### src/rtl/mem_access_if.sv
// Execute-to-memory stage bundle: execute-stage inputs, data-memory bus and writeback outputs.
// master is the memory-access stage; slave is the surrounding pipeline/memory environment.
interface mem_access_if;
  logic        valid_in;
  logic [5:0]  alucode;
  logic [31:0] alu_result;
  logic [31:0] rs2;
  logic [4:0]  rd_src;
  logic        is_load;
  logic        is_store;
  logic        reg_we;
  logic        stall;
  logic        dmem_req;
  logic        dmem_we;
  logic [31:0] dmem_addr;
  logic [3:0]  dmem_be;
  logic [31:0] dmem_wdata;
  logic        dmem_ack;
  logic [31:0] dmem_rdata;
  logic        wb_valid;
  logic        wb_we;
  logic [4:0]  wb_rd;
  logic [31:0] wb_data;
  logic        misaligned_err;

  modport master (
    input  valid_in, alucode, alu_result, rs2, rd_src, is_load, is_store, reg_we,
    input  dmem_ack, dmem_rdata,
    output stall, dmem_req, dmem_we, dmem_addr, dmem_be, dmem_wdata,
    output wb_valid, wb_we, wb_rd, wb_data, misaligned_err
  );

  modport slave (
    output valid_in, alucode, alu_result, rs2, rd_src, is_load, is_store, reg_we,
    output dmem_ack, dmem_rdata,
    input  stall, dmem_req, dmem_we, dmem_addr, dmem_be, dmem_wdata,
    input  wb_valid, wb_we, wb_rd, wb_data, misaligned_err
  );
endinterface

### src/rtl/mem_access.sv
// Memory-access pipeline stage: passes ALU results to writeback and runs one blocking
// load/store on the data-memory bus, stalling upstream until the memory acknowledges.
module mem_access (
  input logic          clk,
  input logic          rst_n,
  mem_access_if.master bus
);

  localparam logic [5:0] AluLb  = 6'd10;
  localparam logic [5:0] AluLh  = 6'd11;
  localparam logic [5:0] AluLw  = 6'd12;
  localparam logic [5:0] AluLbu = 6'd13;
  localparam logic [5:0] AluLhu = 6'd14;
  localparam logic [5:0] AluSb  = 6'd15;
  localparam logic [5:0] AluSh  = 6'd16;
  localparam logic [5:0] AluSw  = 6'd17;

  typedef enum logic [0:0] {StIdle, StBusy} state_e;

  state_e      state_q, state_d;
  logic [31:0] addr_q, addr_d;
  logic [31:0] wdata_q, wdata_d;
  logic [3:0]  be_q, be_d;
  logic        we_q, we_d;
  logic [5:0]  op_q, op_d;
  logic [4:0]  rd_q, rd_d;
  logic        reg_we_q, reg_we_d;
  logic        wb_valid_q, wb_valid_d;
  logic        wb_we_q, wb_we_d;
  logic [4:0]  wb_rd_q, wb_rd_d;
  logic [31:0] wb_data_q, wb_data_d;
  logic        mis_err_q, mis_err_d;

  logic        busy;
  logic        is_word, is_half, is_mem, misaligned;
  logic [3:0]  new_be;
  logic [31:0] new_wdata;
  logic [7:0]  ld_byte;
  logic [15:0] ld_half;
  logic [31:0] ld_data;

  assign busy = (state_q == StBusy);

  // Decode of the incoming instruction: access size, alignment and lane placement.
  always_comb begin
    is_word    = (bus.alucode == AluLw) || (bus.alucode == AluSw);
    is_half    = (bus.alucode == AluLh) || (bus.alucode == AluLhu) || (bus.alucode == AluSh);
    is_mem     = bus.is_load | bus.is_store;
    misaligned = is_word ? (bus.alu_result[1:0] != 2'b00) : (is_half & bus.alu_result[0]);
    if (is_word) begin
      new_be    = 4'b1111;
      new_wdata = bus.rs2;
    end else if (is_half) begin
      new_be    = bus.alu_result[1] ? 4'b1100 : 4'b0011;
      new_wdata = {2{bus.rs2[15:0]}};
    end else begin
      new_be    = 4'b0001 << bus.alu_result[1:0];
      new_wdata = {4{bus.rs2[7:0]}};
    end
  end

  // Lane extraction of the returned word using the captured address and opcode.
  always_comb begin
    ld_byte = bus.dmem_rdata[7:0];
    unique case (addr_q[1:0])
      2'd0: ld_byte = bus.dmem_rdata[7:0];
      2'd1: ld_byte = bus.dmem_rdata[15:8];
      2'd2: ld_byte = bus.dmem_rdata[23:16];
      2'd3: ld_byte = bus.dmem_rdata[31:24];
    endcase
    ld_half = addr_q[1] ? bus.dmem_rdata[31:16] : bus.dmem_rdata[15:0];
    case (op_q)
      AluLb:   ld_data = {{24{ld_byte[7]}}, ld_byte};
      AluLbu:  ld_data = {24'd0, ld_byte};
      AluLh:   ld_data = {{16{ld_half[15]}}, ld_half};
      AluLhu:  ld_data = {16'd0, ld_half};
      default: ld_data = bus.dmem_rdata;
    endcase
  end

  always_comb begin
    state_d    = state_q;
    addr_d     = addr_q;
    wdata_d    = wdata_q;
    be_d       = be_q;
    we_d       = we_q;
    op_d       = op_q;
    rd_d       = rd_q;
    reg_we_d   = reg_we_q;
    wb_valid_d = 1'b0;
    wb_we_d    = wb_we_q;
    wb_rd_d    = wb_rd_q;
    wb_data_d  = wb_data_q;
    mis_err_d  = 1'b0;
    unique case (state_q)
      StIdle: begin
        if (bus.valid_in) begin
          if (!is_mem) begin
            wb_valid_d = 1'b1;
            wb_we_d    = bus.reg_we;
            wb_rd_d    = bus.rd_src;
            wb_data_d  = bus.alu_result;
          end else if (misaligned) begin
            mis_err_d = 1'b1;
          end else begin
            state_d  = StBusy;
            addr_d   = bus.alu_result;
            wdata_d  = new_wdata;
            be_d     = new_be;
            we_d     = bus.is_store;
            op_d     = bus.alucode;
            rd_d     = bus.rd_src;
            reg_we_d = bus.reg_we;
          end
        end
      end
      StBusy: begin
        if (bus.dmem_ack) begin
          state_d    = StIdle;
          wb_valid_d = 1'b1;
          wb_rd_d    = rd_q;
          if (we_q) begin
            wb_we_d   = 1'b0;
            wb_data_d = 32'd0;
          end else begin
            wb_we_d   = reg_we_q && (rd_q != 5'd0);
            wb_data_d = ld_data;
          end
        end
      end
      default: state_d = StIdle;
    endcase
  end

  always_ff @(posedge clk or negedge rst_n) begin
    if (!rst_n) begin
      state_q    <= StIdle;
      addr_q     <= 32'd0;
      wdata_q    <= 32'd0;
      be_q       <= 4'd0;
      we_q       <= 1'b0;
      op_q       <= 6'd0;
      rd_q       <= 5'd0;
      reg_we_q   <= 1'b0;
      wb_valid_q <= 1'b0;
      wb_we_q    <= 1'b0;
      wb_rd_q    <= 5'd0;
      wb_data_q  <= 32'd0;
      mis_err_q  <= 1'b0;
    end else begin
      state_q    <= state_d;
      addr_q     <= addr_d;
      wdata_q    <= wdata_d;
      be_q       <= be_d;
      we_q       <= we_d;
      op_q       <= op_d;
      rd_q       <= rd_d;
      reg_we_q   <= reg_we_d;
      wb_valid_q <= wb_valid_d;
      wb_we_q    <= wb_we_d;
      wb_rd_q    <= wb_rd_d;
      wb_data_q  <= wb_data_d;
      mis_err_q  <= mis_err_d;
    end
  end

  // Bus outputs are gated by state so nothing stale is driven while idle.
  assign bus.stall          = busy;
  assign bus.dmem_req       = busy;
  assign bus.dmem_we        = busy & we_q;
  assign bus.dmem_addr      = busy ? {addr_q[31:2], 2'b00} : 32'd0;
  assign bus.dmem_be        = busy ? be_q : 4'd0;
  assign bus.dmem_wdata     = busy ? wdata_q : 32'd0;
  assign bus.wb_valid       = wb_valid_q;
  assign bus.wb_we          = wb_we_q;
  assign bus.wb_rd          = wb_rd_q;
  assign bus.wb_data        = wb_data_q;
  assign bus.misaligned_err = mis_err_q;

endmodule

### src/flat_wrapper.sv
// flat-port wrapper written by rule: the top's interface ports become plain ports
module mem_access_flat 
  (clk, rst_n, bus_valid_in, bus_alucode, bus_alu_result, bus_rs2, bus_rd_src, bus_is_load, bus_is_store, bus_reg_we, bus_dmem_ack, bus_dmem_rdata, bus_stall, bus_dmem_req, bus_dmem_we, bus_dmem_addr, bus_dmem_be, bus_dmem_wdata, bus_wb_valid, bus_wb_we, bus_wb_rd, bus_wb_data, bus_misaligned_err);
  mem_access_if bus_i ();
  input logic clk;
  input logic rst_n;
  input wire logic [$bits(bus_i.valid_in)-1:0] bus_valid_in;
  input wire logic [$bits(bus_i.alucode)-1:0] bus_alucode;
  input wire logic [$bits(bus_i.alu_result)-1:0] bus_alu_result;
  input wire logic [$bits(bus_i.rs2)-1:0] bus_rs2;
  input wire logic [$bits(bus_i.rd_src)-1:0] bus_rd_src;
  input wire logic [$bits(bus_i.is_load)-1:0] bus_is_load;
  input wire logic [$bits(bus_i.is_store)-1:0] bus_is_store;
  input wire logic [$bits(bus_i.reg_we)-1:0] bus_reg_we;
  input wire logic [$bits(bus_i.dmem_ack)-1:0] bus_dmem_ack;
  input wire logic [$bits(bus_i.dmem_rdata)-1:0] bus_dmem_rdata;
  output wire logic [$bits(bus_i.stall)-1:0] bus_stall;
  output wire logic [$bits(bus_i.dmem_req)-1:0] bus_dmem_req;
  output wire logic [$bits(bus_i.dmem_we)-1:0] bus_dmem_we;
  output wire logic [$bits(bus_i.dmem_addr)-1:0] bus_dmem_addr;
  output wire logic [$bits(bus_i.dmem_be)-1:0] bus_dmem_be;
  output wire logic [$bits(bus_i.dmem_wdata)-1:0] bus_dmem_wdata;
  output wire logic [$bits(bus_i.wb_valid)-1:0] bus_wb_valid;
  output wire logic [$bits(bus_i.wb_we)-1:0] bus_wb_we;
  output wire logic [$bits(bus_i.wb_rd)-1:0] bus_wb_rd;
  output wire logic [$bits(bus_i.wb_data)-1:0] bus_wb_data;
  output wire logic [$bits(bus_i.misaligned_err)-1:0] bus_misaligned_err;
  assign bus_i.valid_in = bus_valid_in;
  assign bus_i.alucode = bus_alucode;
  assign bus_i.alu_result = bus_alu_result;
  assign bus_i.rs2 = bus_rs2;
  assign bus_i.rd_src = bus_rd_src;
  assign bus_i.is_load = bus_is_load;
  assign bus_i.is_store = bus_is_store;
  assign bus_i.reg_we = bus_reg_we;
  assign bus_i.dmem_ack = bus_dmem_ack;
  assign bus_i.dmem_rdata = bus_dmem_rdata;
  assign bus_stall = bus_i.stall;
  assign bus_dmem_req = bus_i.dmem_req;
  assign bus_dmem_we = bus_i.dmem_we;
  assign bus_dmem_addr = bus_i.dmem_addr;
  assign bus_dmem_be = bus_i.dmem_be;
  assign bus_dmem_wdata = bus_i.dmem_wdata;
  assign bus_wb_valid = bus_i.wb_valid;
  assign bus_wb_we = bus_i.wb_we;
  assign bus_wb_rd = bus_i.wb_rd;
  assign bus_wb_data = bus_i.wb_data;
  assign bus_misaligned_err = bus_i.misaligned_err;
  mem_access u_core (.clk(clk), .rst_n(rst_n), .bus(bus_i));
endmodule
### config.mk
export PLATFORM = sky130hd
export DESIGN_NAME = mem_access_flat
export DESIGN_NICKNAME = d
export VERILOG_FILES = /design/src/rtl/mem_access_if.sv /design/src/rtl/mem_access.sv /design/src/flat_wrapper.sv
export SDC_FILE = /design/constraint.sdc
export NUM_CORES = 1
export LEC_CHECK = 0
export CORE_UTILIZATION = 35
export CTS_BUF_LIST = sky130_fd_sc_hd__clkbuf_4
export DETAILED_ROUTE_END_ITERATION = 8
export GPL_ROUTABILITY_DRIVEN = 0
export GPL_TIMING_DRIVEN = 0
export PLACE_DENSITY = 0.75
export RECOVER_POWER = 100
export SYNTH_ARGS = -nofsm -noshare
export SYNTH_HDL_FRONTEND = slang
export SYNTH_SLANG_ARGS = --single-unit
export TNS_END_PERCENT = 50
### constraint.sdc
create_clock -name clk -period 2.33 [get_ports clk]
set_input_delay 0.466 -clock clk [delete_from_list [all_inputs] [get_ports clk]]
set_output_delay 0.466 -clock clk [all_outputs]
set_load 0.1 [all_outputs]
## Word-level counts from Yosys, hierarchy flattened

Cells that the tools add are included.

- Flip-flop bits (word level): 122
- Word-level logic and storage cells: 82

- Eq/ne operators: 15
- Shifts and indexed selects: 1
- Muxes and demuxes: 39
- Bitwise logic cells: 5
- Reductions and logical operators: 9

Operator list:

| kind | number |
|---|---|
| 32-bit two-way mux | 8 |
| 32-bit case mux with 4 select lines | 1 |
| 32-bit case mux with 2 select lines | 1 |
| 6-bit by 4-bit equality test with 1-bit output, second input constant | 7 |
| 8-bit case mux with 4 select lines | 1 |
| 1-bit two-way mux | 16 |
| 16-bit two-way mux | 1 |
| 4-bit two-way mux | 4 |
| 5-bit two-way mux | 3 |
| 6-bit by 5-bit equality test with 1-bit output, second input constant | 2 |
| 5-bit case mux with 2 select lines | 1 |
| 2-bit != test, second input constant | 3 |
| 1-bit case mux with 2 select lines | 3 |
| 5-bit nonzero test | 1 |
| 2-bit equality test, second input constant | 2 |
| 4-bit AND reduction | 1 |
| 1-bit by 2-bit left shift with 4-bit output, first input constant | 1 |
| 1-bit logical OR | 3 |
| 3-bit AND reduction | 1 |
| 1-bit AND | 2 |
| 2-bit by 1-bit equality test with 1-bit output, second input constant | 1 |
| 2-bit logical NOT | 1 |
| 1-bit inverter | 2 |
| 2-bit nonzero test | 1 |
| 2 further kinds | 2 |

## Longest topological paths before layout

- Depth in word-level cells: 9
- Gate-level depth with buffers: 8
- Gate-level depth less buffers: 6

## Least setup slack after synthesis

OpenSTA, ideal clock, no wires.

- Path kind: flip-flop to output port
- From: register u_core.state_q, in the netlist u_core.bus.dmem_req
- To: output port bus_dmem_be[1]
- Data arrival time: 2.652 ns
- Required time: 1.864 ns
- Slack: -0.788 ns
- Stages on the path, launching flop included: 4
- Buffers on the path: 1
- Cell sequence: dfrtp_1 inv_2 clkbuf_1 nor2_1

- Longest elaborated chain between the ends: 1

Ends and longest elaborated chain:

| element | line | source |
|---|---|---|
| from (decl) | mem_access.sv:20 | `state_e state_q, state_d;` |
| from (signal assigned) | mem_access.sv:137 | `state_q <= StIdle;` |
| from (signal assigned) | mem_access.sv:151 | `state_q <= state_d;` |
| 4-bit two-way mux | mem_access.sv:172 | `assign bus.dmem_be = busy ? be_q : 4'd0;` |
| to (decl) | flat_wrapper.sv:21 | `output wire logic [$bits(bus_i.dmem_be)-1:0] bus_dmem_be;` |

Every way passes these cells.

## Final worst setup path

- From: register u_core.wb_data_q[10], in the netlist u_core.bus.wb_data[10]
- To: output port bus_wb_data[10]

RTL lines:

| element | line | source |
|---|---|---|
| from (decl) | mem_access.sv:31 | `logic [31:0] wb_data_q, wb_data_d;` |
| from (signal assigned) | mem_access.sv:162 | `wb_data_q <= wb_data_d;` |
| to (decl) | flat_wrapper.sv:26 | `output wire logic [$bits(bus_i.wb_data)-1:0] bus_wb_data;` |

No word-level cell between the ends.

==> results.toml <==
[worst_setup_path]
critPathKind = "flop to output pin"
path_max_fanout = 2
arrival_ns = 1.78
path_buf_inv = 1
cp_slowest_cell = "dlygate4sd2_1"
crit_chain = "dlygate4sd2_1"
crit_family = "buffers and inverters"
crit_path_start_kind = "flop"
critical-path-max-stage-delay_ns = 0.88
cp.required_ns = 1.86
cp-end-kind = "output pin"

[floorplan]
initial_core_util_pct = 36.2
die_area_um2 = 19400
core_area_um2 = 18200
pin_count = 225
die_h_um = 139
die_w_um = 139
rows = 49

[clocking]
ctsLongestPathBuffers = 2
cts_root_buf = "clkbuf_4"
cts_tree = "yes"
cts_buffers = 17
cts_max_level = 4
clk_pin_slew_worst_paths_ns = 0.13
clock_latency_ns = 0.53
clock_sinks = 122

[timing]
clock.fmax_mhz = 445
finalSetupViolCount = 0
setup_ws_ns = 0.0819
fin_crit_sh_pct = 96.5
hold_violations = 0
final_max_slew_viol_count = 0
min_period_ns = 2.25
skew_ns = 0.0197
relSlewSlack_pct = 6.97
tightest_slew_ns = 1.40

[yosys]
yosys_register_bits = 122
async_reset_ff_share_pct = 100
avgSynthCellArea_um2 = 10.6
syn_inst = 624
seq_area_frac_synth_pct = 46.3
synth_ff_type = "dfrtp_1"
syn_area_um2 = 6600
synth_edf_count = 0
ys_warn_count = 0
synth_cell_types = 49

[min_path]
hold_path.class = "primary input to flop"

[pwr]
power_leakage_nw = 4.47
ir_drop_uv = 651
power_density_nw_per_um2 = 1130

[cells_and_area]
drive_above_1_share_pct = 32.0
layout_commonest_cell = "dfrtp_1"
post-route-util_pct = 53.4
nets = 982
fin_area_um2 = 9720
syn2layout_area_growth_pct = 47.3
layout_common_cells = "dfrtp_1 (121), clkdlybuf4s50_1 (104), nand2_1 (72)"

[placed_design]
postPlaceCellArea_um2 = 9210
place_ws_ns = -1.02
portBuffers = 220
dp_hpwl_um = 16400

[detailed_routing]
drt_first_pass_iters = 4
wire_per_inst_um = 20.3
dr_total_vias = 5958
drt-total-wl_um = 22500
drt.antenna.violating_nets = 0
drc = 0
avgViaCountPerCell = 5.37
drtIter0Drc = 331

[run_status]
status = "finished clean"

[global_route]
antenna_found_initial = 2
grt_pass1_vias = 6159
grt_max_degree = 71
grt_pass1_wl_um = 35300
grt_overflow = 0
grt_use_total_pct = 23.6

[run]
cap_violations = 0
[sequential cells by signal (all words and copies together) (netlist names)]
register	cells
u_core.addr_q	32
u_core.bus.wb_data	32
u_core.wdata_q	32
u_core.op_q	6
u_core.bus.wb_rd	5
u_core.rd_q	5
u_core.be_q	4
u_core.bus.dmem_req	1
u_core.bus.misaligned_err	1
u_core.bus.wb_valid	1
u_core.bus.wb_we	1
u_core.reg_we_q	1
u_core.we_q	1
[cell type report]
class                      instances  area, um^2
fill                            1648        8490
multi-input combinational        440        3410
sequential                       122        3050
timing repair buffer             224        2370
buffer                            52         298
tap                              229         287
clock buffer                      19         143
clock inverter                    12         104
inverter                          11        41.3
antenna                            1        2.50
[routing by layer]
metal / vias to the layer above / wire length, um / GRT usage [%]
met1: 2899 / 9010 / 28.4
met4: 2 / 469 / 8.13
li1: 2716 / - / -
met2: 303 / 10700 / 39.3
met5: - / 17 / 0
met3: 38 / 2250 / 8.12
[report_power, final]
group	switching [mW]	total (mW)	internal [mW]
sequential	0.340	3.09	2.74
combinational	4.71	6.53	1.82
clock	0.841	1.38	0.538
total	5.89	11.0	5.10
[logic make-up (layout without fill, tap and decap cells)]
group | Yosys count | in the layout | share of synthesized area, %
AO/OA/AOI/OAI | 122 | 122 | 12.6
XOR/XNOR | 4 | 4 | 0.531
buffers and inverters | 63 | 318 | 4.29
flip-flops | 122 | 122 | 46.3
multiplexers | 115 | 115 | 20.5
other | 1 | 3 | 0.0568
AND/OR/NAND/NOR | 197 | 197 | 15.7
[stage by stage]
| stage | setup TNS [ns] | hold slack (ns) | total power, mW | instances |
|---|---|---|---|---|
| floorplan | -0.160 | 0.170 | 7.95 | 625 |
| finish | 0 | 0.410 | 11.0 | 1110 |
| detailed placement | -136.84 | 0.455 | 9.60 | 1075 |
| global route | -0.0396 | 0.384 | 11.5 | 1109 |
| CTS | 0 | 0.405 | 10.9 | 1108 |
| global placement | -652.70 | 0.463 | 9.54 | 1074 |
[cells in the mapped netlist (7+ instances only)]
cell type,instances,area (um^2)
and2_1,66,413
a22o_1,7,61.3
mux2_2,55,619
dfrtp_1,122,3050
clkbuf_1,32,120
mux2_4,19,285
nor2_1,15,56.3
o221ai_1,15,131
inv_1,9,33.8
mux2_1,19,214
a31oi_1,8,50.1
buf_2,10,50.1
a221oi_1,16,140
a21oi_1,42,210
and3_1,24,150
mux2i_1,21,210
o21ai_0,18,90.1
nand2_1,72,270
[what timing repair did]
action / CTS / global route
hold endpoints to repair: 52 / 0
pin swaps: 1 / 0
buffers inserted: 1 / 1
hold buffers: 1 / 0
resized for setup: 538 / 48
setup endpoints to repair: 200 / 114
[final timing paths]
path,start,end,slack (ns),cells past startpoint
worst max register to register,u_core.addr_q[0]$_DFFE_PN0P_,u_core.bus.wb_data[25]$_DFFE_PN0P_,0.22,7
worst min register to register,u_core.bus.wb_rd[0]$_DFFE_PN0P_,u_core.bus.wb_rd[0]$_DFFE_PN0P_,0.49,2
min in group asynchronous,rst_n,u_core.bus.wb_valid$_DFF_PN0_,0.78,2
worst min-delay path,bus_alucode[5],u_core.op_q[5]$_DFFE_PN0P_,0.41,2
worst max-delay path,u_core.bus.wb_data[10]$_DFFE_PN0P_,bus_wb_data[10],0.08,1
max in group asynchronous,rst_n,u_core.wdata_q[9]$_DFFE_PN0P_,0.52,3
Note: power is estimated with default switching activity, not from simulation.
